$ cat src/rtl/cache_fill_ctrl_if.sv
// Main-memory port of the cache fill controller: read/write requests out,
// returned read words in.
interface cache_fill_ctrl_if #(
  parameter int ADDR_W = 16,
  parameter int DATA_W = 16
) ();
  logic              read_req;
  logic              mem_wr_req;
  logic [ADDR_W-1:0] memory_address;
  logic [DATA_W-1:0] mem_wdata;
  logic              memory_data_valid;
  logic [DATA_W-1:0] memory_data;

  modport master (
    output read_req, mem_wr_req, memory_address, mem_wdata,
    input  memory_data_valid, memory_data
  );

  modport slave (
    input  read_req, mem_wr_req, memory_address, mem_wdata,
    output memory_data_valid, memory_data
  );
endinterface

$ cat src/rtl/cache_fill_ctrl.sv
// Cache miss handler: counts out one read per block word, writes returned words
// and the tag. Define CACHE_FILL_WB_EN to write back a dirty victim before the fill.
module cache_fill_ctrl #(
  parameter int   ADDR_W = 16,
  parameter int   DATA_W = 16,
  parameter int   WORDS  = 8,
  localparam int  OFF_W  = $clog2(WORDS) + 1
) (
  input  logic                    clk,
  input  logic                    rst,
  input  logic                    wrt,
  input  logic                    miss_detected,
  input  logic [ADDR_W-1:0]       miss_address,
  input  logic                    pause,
  input  logic                    victim_dirty,
  input  logic [ADDR_W-OFF_W-1:0] victim_block,
  input  logic [DATA_W-1:0]       cache_rdata,
  output logic                    fsm_busy,
  output logic                    wrt_mem,
  output logic                    write_data_array,
  output logic                    write_tag_array,
  output logic [ADDR_W-1:0]       cache_address,
  cache_fill_ctrl_if.master       mem
);

  localparam logic [OFF_W-1:0] CNT_WORDS = OFF_W'(WORDS);
  localparam logic [OFF_W-1:0] CNT_LAST  = OFF_W'(WORDS - 1);

  typedef enum logic [1:0] {
    IDLE = 2'd0,
    FILL = 2'd1
`ifdef CACHE_FILL_WB_EN
    , WB = 2'd2
`endif
  } state_t;

  state_t           state_q, state_d, state_cur;
  logic [OFF_W-1:0] req_cnt_q, req_cnt_d;
  logic [OFF_W-1:0] ret_cnt_q, ret_cnt_d;

  // A reset in progress is presented as IDLE so an interrupted fill can never
  // finish with a tag write or a late data-array write.
  assign state_cur = rst ? state_q : IDLE;

`ifdef CACHE_FILL_WB_EN
  assign mem.mem_wdata = cache_rdata;
`else
  assign mem.mem_wdata = '0;
  logic unused_wb_inputs;
  assign unused_wb_inputs = ^{victim_dirty, victim_block, cache_rdata};
`endif

  always_comb begin
    // NOTE: every output and next-state value gets a default first, so no path
    // through the case below can leave one unassigned and infer a latch.
    state_d             = state_q;
    req_cnt_d           = req_cnt_q;
    ret_cnt_d           = ret_cnt_q;
    fsm_busy            = 1'b0;
    wrt_mem             = 1'b0;
    write_data_array    = 1'b0;
    write_tag_array     = 1'b0;
    cache_address       = miss_address;
    mem.memory_address  = miss_address;
    mem.read_req        = 1'b0;
    mem.mem_wr_req      = 1'b0;

    case (state_cur)
      IDLE: begin
        write_data_array = wrt & ~miss_detected;
        wrt_mem          = wrt & ~miss_detected;
        fsm_busy         = miss_detected;
        if (miss_detected) begin
          req_cnt_d = '0;
          ret_cnt_d = '0;
`ifdef CACHE_FILL_WB_EN
          state_d   = victim_dirty ? WB : FILL;
`else
          state_d   = FILL;
`endif
        end
      end

`ifdef CACHE_FILL_WB_EN
      WB: begin
        fsm_busy           = 1'b1;
        cache_address      = {victim_block, req_cnt_q[OFF_W-2:0], 1'b0};
        mem.memory_address = {victim_block, req_cnt_q[OFF_W-2:0], 1'b0};
        if (!pause) begin
          mem.mem_wr_req = 1'b1;
          if (req_cnt_q == CNT_LAST) begin
            req_cnt_d = '0;
            state_d   = FILL;
          end else begin
            req_cnt_d = req_cnt_q + OFF_W'(1);
          end
        end
      end
`endif

      FILL: begin
        fsm_busy           = 1'b1;
        mem.memory_address = {miss_address[ADDR_W-1:OFF_W], req_cnt_q[OFF_W-2:0], 1'b0};
        cache_address      = {miss_address[ADDR_W-1:OFF_W], ret_cnt_q[OFF_W-2:0], 1'b0};
        if ((req_cnt_q < CNT_WORDS) && !pause) begin
          mem.read_req = 1'b1;
          req_cnt_d    = req_cnt_q + OFF_W'(1);
        end
        // Completion is decided by returned words only, so memory latency is free.
        if (mem.memory_data_valid) begin
          write_data_array = 1'b1;
          ret_cnt_d        = ret_cnt_q + OFF_W'(1);
          if (ret_cnt_q == CNT_LAST) begin
            write_tag_array = 1'b1;
            state_d         = IDLE;
          end
        end
      end

      default: state_d = IDLE;
    endcase
  end

  // NOTE: state flops use non-blocking assignments so every register samples
  // its next value from the same pre-edge snapshot.
  always_ff @(posedge clk) begin
    if (!rst) begin
      state_q   <= IDLE;
      req_cnt_q <= '0;
      ret_cnt_q <= '0;
    end else begin
      state_q   <= state_d;
      req_cnt_q <= req_cnt_d;
      ret_cnt_q <= ret_cnt_d;
    end
  end

endmodule

$ cat src/flat_wrapper.sv
// flat-port wrapper written by rule: the top's interface ports become plain ports
module cache_fill_ctrl_flat 
#(
  parameter int   ADDR_W = 16,
  parameter int   DATA_W = 16,
  parameter int   WORDS  = 8,
  localparam int  OFF_W  = $clog2(WORDS) + 1
)
  (clk, rst, wrt, miss_detected, miss_address, pause, victim_dirty, victim_block, cache_rdata, fsm_busy, wrt_mem, write_data_array, write_tag_array, cache_address, mem_read_req, mem_mem_wr_req, mem_memory_address, mem_mem_wdata, mem_memory_data_valid, mem_memory_data);
  cache_fill_ctrl_if #(.ADDR_W(ADDR_W), .DATA_W(DATA_W)) mem_i ();
  input  logic clk;
  input  logic rst;
  input  logic wrt;
  input  logic miss_detected;
  input  logic [ADDR_W-1:0] miss_address;
  input  logic pause;
  input  logic victim_dirty;
  input  logic [ADDR_W-OFF_W-1:0] victim_block;
  input  logic [DATA_W-1:0] cache_rdata;
  output logic fsm_busy;
  output logic wrt_mem;
  output logic write_data_array;
  output logic write_tag_array;
  output logic [ADDR_W-1:0] cache_address;
  output wire logic [$bits(mem_i.read_req)-1:0] mem_read_req;
  output wire logic [$bits(mem_i.mem_wr_req)-1:0] mem_mem_wr_req;
  output wire logic [$bits(mem_i.memory_address)-1:0] mem_memory_address;
  output wire logic [$bits(mem_i.mem_wdata)-1:0] mem_mem_wdata;
  input wire logic [$bits(mem_i.memory_data_valid)-1:0] mem_memory_data_valid;
  input wire logic [$bits(mem_i.memory_data)-1:0] mem_memory_data;
  assign mem_read_req = mem_i.read_req;
  assign mem_mem_wr_req = mem_i.mem_wr_req;
  assign mem_memory_address = mem_i.memory_address;
  assign mem_mem_wdata = mem_i.mem_wdata;
  assign mem_i.memory_data_valid = mem_memory_data_valid;
  assign mem_i.memory_data = mem_memory_data;
  cache_fill_ctrl #(.ADDR_W(ADDR_W), .DATA_W(DATA_W), .WORDS(WORDS)) u_core (.clk(clk), .rst(rst), .wrt(wrt), .miss_detected(miss_detected), .miss_address(miss_address), .pause(pause), .victim_dirty(victim_dirty), .victim_block(victim_block), .cache_rdata(cache_rdata), .fsm_busy(fsm_busy), .wrt_mem(wrt_mem), .write_data_array(write_data_array), .write_tag_array(write_tag_array), .cache_address(cache_address), .mem(mem_i));
endmodule
$ cat config.mk
export PLATFORM = sky130hd
export DESIGN_NAME = cache_fill_ctrl_flat
export DESIGN_NICKNAME = d
export VERILOG_FILES = /design/src/rtl/cache_fill_ctrl_if.sv /design/src/rtl/cache_fill_ctrl.sv /design/src/flat_wrapper.sv
export SDC_FILE = /design/constraint.sdc
export NUM_CORES = 1
export LEC_CHECK = 0
export BUFFER_PORTS_ARGS = -buffer_cell sky130_fd_sc_hd__buf_4
export CORE_UTILIZATION = 30
export DETAILED_ROUTE_END_ITERATION = 8
export PLACE_DENSITY = 0.89
export SLEW_MARGIN = 20
export SYNTH_ARGS = -nofsm -noshare
export SYNTH_HDL_FRONTEND = slang
export SYNTH_SLANG_ARGS = --single-unit
$ cat constraint.sdc
create_clock -name clk -period 3.2 [get_ports clk]
set_input_delay 0.64 -clock clk [delete_from_list [all_inputs] [get_ports clk]]
set_output_delay 0.64 -clock clk [all_outputs]
set_load 0.1 [all_outputs]
==> flow_metrics.py <==
metrics = {
    "worst_setup_path": {
        "max_stage_delay_ps": 610,
        "cp_data_required_time_ps": 2560,
        "worstRegToRegCells": 4,
        "path_cells": "and2_1 -> nor3b_4 -> a21o_2 -> buf_4",
        "cp_max_fo": 15,
        "worst_ep_arrival_time_ps": 1760,
        "path_class": "reg -> out",
        "slowest_stage": "dfxtp_1",
        "setup.worst_path.start_class": "register",
        "end_kind": "output port",
    },
    "place": {
        "gp_congestion": 0.702,
        "place_inst": 139,
        "post-dp-hpwl_um": 1200,
        "port_buffers": 22,
        "placed_cell_area_um2": 838,
        "place_ws_ps": 885,
    },
    "cts": {
        "cts_resized": 0,
        "clock_sinks": 9,
        "cts.clk_slew.worst_paths_ps": 60,
        "post_cts_buffers": 0,
        "clk_latency_ps": 270,
        "htreeDepth": 1,
        "clockRootBuffer": "clkbuf_4",
        "cts_tree": "yes",
        "cts_hold_buf": 0,
        "numCtsBuffers": 3,
        "cts_max_path_buffers": 2,
    },
    "power_and_ir_drop": {
        "p_leak_nw": 0.413,
        "fin_total_pwr_mw": 0.425,
        "ir_drop_v": 0.0000878,
        "power.density_mw_per_mm2": 491,
    },
    "detailed_routing": {
        "drt-initial-drc-count": 22,
        "vias": 644,
        "drc": 6,
        "wl_per_cell_um": 10.7,
        "routed_wirelength_um": 1530,
        "firstDrtPassIters": 8,
        "antenna_left": 0,
        "post_drt_via_cell_ratio": 4.50,
    },
    "yosys": {
        "synth_top_area_cell": "buf_4",
        "synth_commonest_cells": "buf_4, nand2_1, dfxtp_1",
        "postSynthAreaPerCell_um2": 7.94,
        "syn_area_um2": 913,
        "synth_cell_type_count": 32,
        "async_flop_share_pct": 0,
        "synth-edff-count": 0,
        "yosys_warnings": 0,
        "synth-main-ff-cell": "dfxtp_1",
        "synth_area_leaders": "buf_4, dfxtp_1, nand2_1",
        "ys_seq_elements": 9,
        "yosysMostFrequentCell": "buf_4",
        "synth_cells": 115,
        "ys_seq_area_share_pct": 19.7,
        "yosysTopAreaCellShare_pct": 35.3,
    },
    "grt": {
        "antenna_found_initial": 0,
        "track_usage_pct": 9.65,
        "overflow": 0,
        "grt_pass1_vias": 553,
        "grt_max_degree": 16,
        "grt_pass1_wl_um": 2370,
    },
    "sta": {
        "rsz0062_at_grt": "false",
        "final.setup_skew_ps": 2.11,
        "slew_violations": 0,
        "setup_ws_ps": 800,
        "fmax_ghz": 0.417,
        "finalHoldViolCount": 0,
        "hold-worst-slack_ps": 500,
        "fin_setup_tns_ps": 0,
        "fin_crit_ps": 2400,
        "period_share_pct": 75.0,
        "setup_viol": 0,
    },
    "floorplanning": {
        "die_w_um": 57.2,
        "rows": 19,
        "start_util_pct": 32.3,
        "die_h_um": 57.2,
        "pin_count": 121,
        "dieArea_mm2": 0.00327,
        "core-area_mm2": 0.00283,
    },
    "layout": {
        "syn_to_final_growth_pct": -5.34,
        "stdcell_area_um2": 865,
        "drive_gt1_share_pct": 28.6,
        "final_util_pct": 30.6,
        "nets": 182,
        "fin_cells": 143,
        "num_antenna_cells": 0,
    },
    "worst_hold_path": {
        "whs_path_depth": 1,
        "min_path_type": "reg -> reg",
    },
    "status": {
        "status": "complete, but fails checks",
        "failed_checks": "DRC",
    },
    "flow_run": {
        "max_cap_violations": 0,
    },
}
[report_power, final]
group | switching, mW | internal [mW]
Clock | 0.0424 | 0.0482
Sequential | 0.00572 | 0.115
Combinational | 0.183 | 0.0305
[layout make-up]
class / instances / area, um^2
sequential: 9 / 180
fill: 315 / 1960
timing repair buffer: 22 / 165
tap: 31 / 38.8
inverter: 2 / 7.51
clock buffer: 4 / 26.3
multi-input combinational: 75 / 447
[worst max-delay path, delay by kind of cell, from the launching register on]
kind / cells / cell delay (ps)
DFF: 1 / 610
and+or+nand+nor: 2 / 460
buffers and inverters: 1 / 220
AOI/OAI and AO/OA: 1 / 190
[state kept, by name, summed over array words and instances, names as in the netlist]
signal	flops
u_core.state_q	1
u_core.req_cnt_q	4
u_core.ret_cnt_q	4
[worst paths after layout]
check                      startpoint                  end  slack [ps]
hold reg to reg   u_core.req_cnt_q[2]  u_core.req_cnt_q[2]         500
hold / removal    u_core.req_cnt_q[2]  u_core.req_cnt_q[2]         500
setup reg to reg    u_core.state_q[0]  u_core.req_cnt_q[2]        1950
setup / recovery    u_core.state_q[0]     write_data_array         800
[layout by cell type, fill, tap and decap left out]
| cell | Yosys | final |
|---|---|---|
| nor3b_1 | 4 | 4 |
| and2_1 | 2 | 2 |
| nand4bb_1 | 1 | 1 |
| conb_1 | 1 | 17 |
| inv_1 | 2 | 2 |
| nor2b_1 | 2 | 2 |
| nor3b_4 | 1 | 1 |
| dfxtp_1 | 9 | 9 |
| xor2_1 | 1 | 1 |
| clkbuf_1 | 0 | 1 |
| ha_1 | 2 | 2 |
| nand4bb_2 | 1 | 1 |
| o211ai_1 | 1 | 1 |
| and3_4 | 1 | 1 |
| a21boi_0 | 1 | 1 |
| nand4_1 | 3 | 3 |
| o31a_1 | 1 | 1 |
| clkbuf_4 | 0 | 3 |
| nand4b_1 | 1 | 1 |
| a21oi_1 | 2 | 2 |
| a21o_2 | 1 | 1 |
| mux2i_1 | 1 | 1 |
| nor2_1 | 2 | 2 |
| nand2_1 | 17 | 17 |
| nand3b_1 | 2 | 2 |
| o21ai_0 | 3 | 3 |
| nand3_1 | 2 | 2 |
| buf_4 | 43 | 22 |
| nand2b_1 | 2 | 2 |
| nand2_2 | 2 | 2 |
| a41oi_1 | 1 | 1 |
| mux2_2 | 1 | 1 |
[per-layer routing]
metal	wire, um	track usage, %	vias up
li1	-	-	319
met5	0	0	-
met3	147	4.31	3
met2	708	15.0	33
met1	643	11.0	289
met4	30	5.57	0
[logic make-up (layout without fill, tap and decap cells)]
logic type	Yosys count	in the layout	synth area share, %
XOR/XNOR	1	1	0.959
multiplexers	2	2	2.33
other	1	17	0.411
AND/OR/NAND/NOR	43	43	28.6
AO/OA/AOI/OAI	10	10	7.26
buffers and inverters	47	28	37.9
flip-flops	9	9	19.7
adder cells (fa/ha/maj)	2	2	2.74
Power figures use the tool's default switching activity.
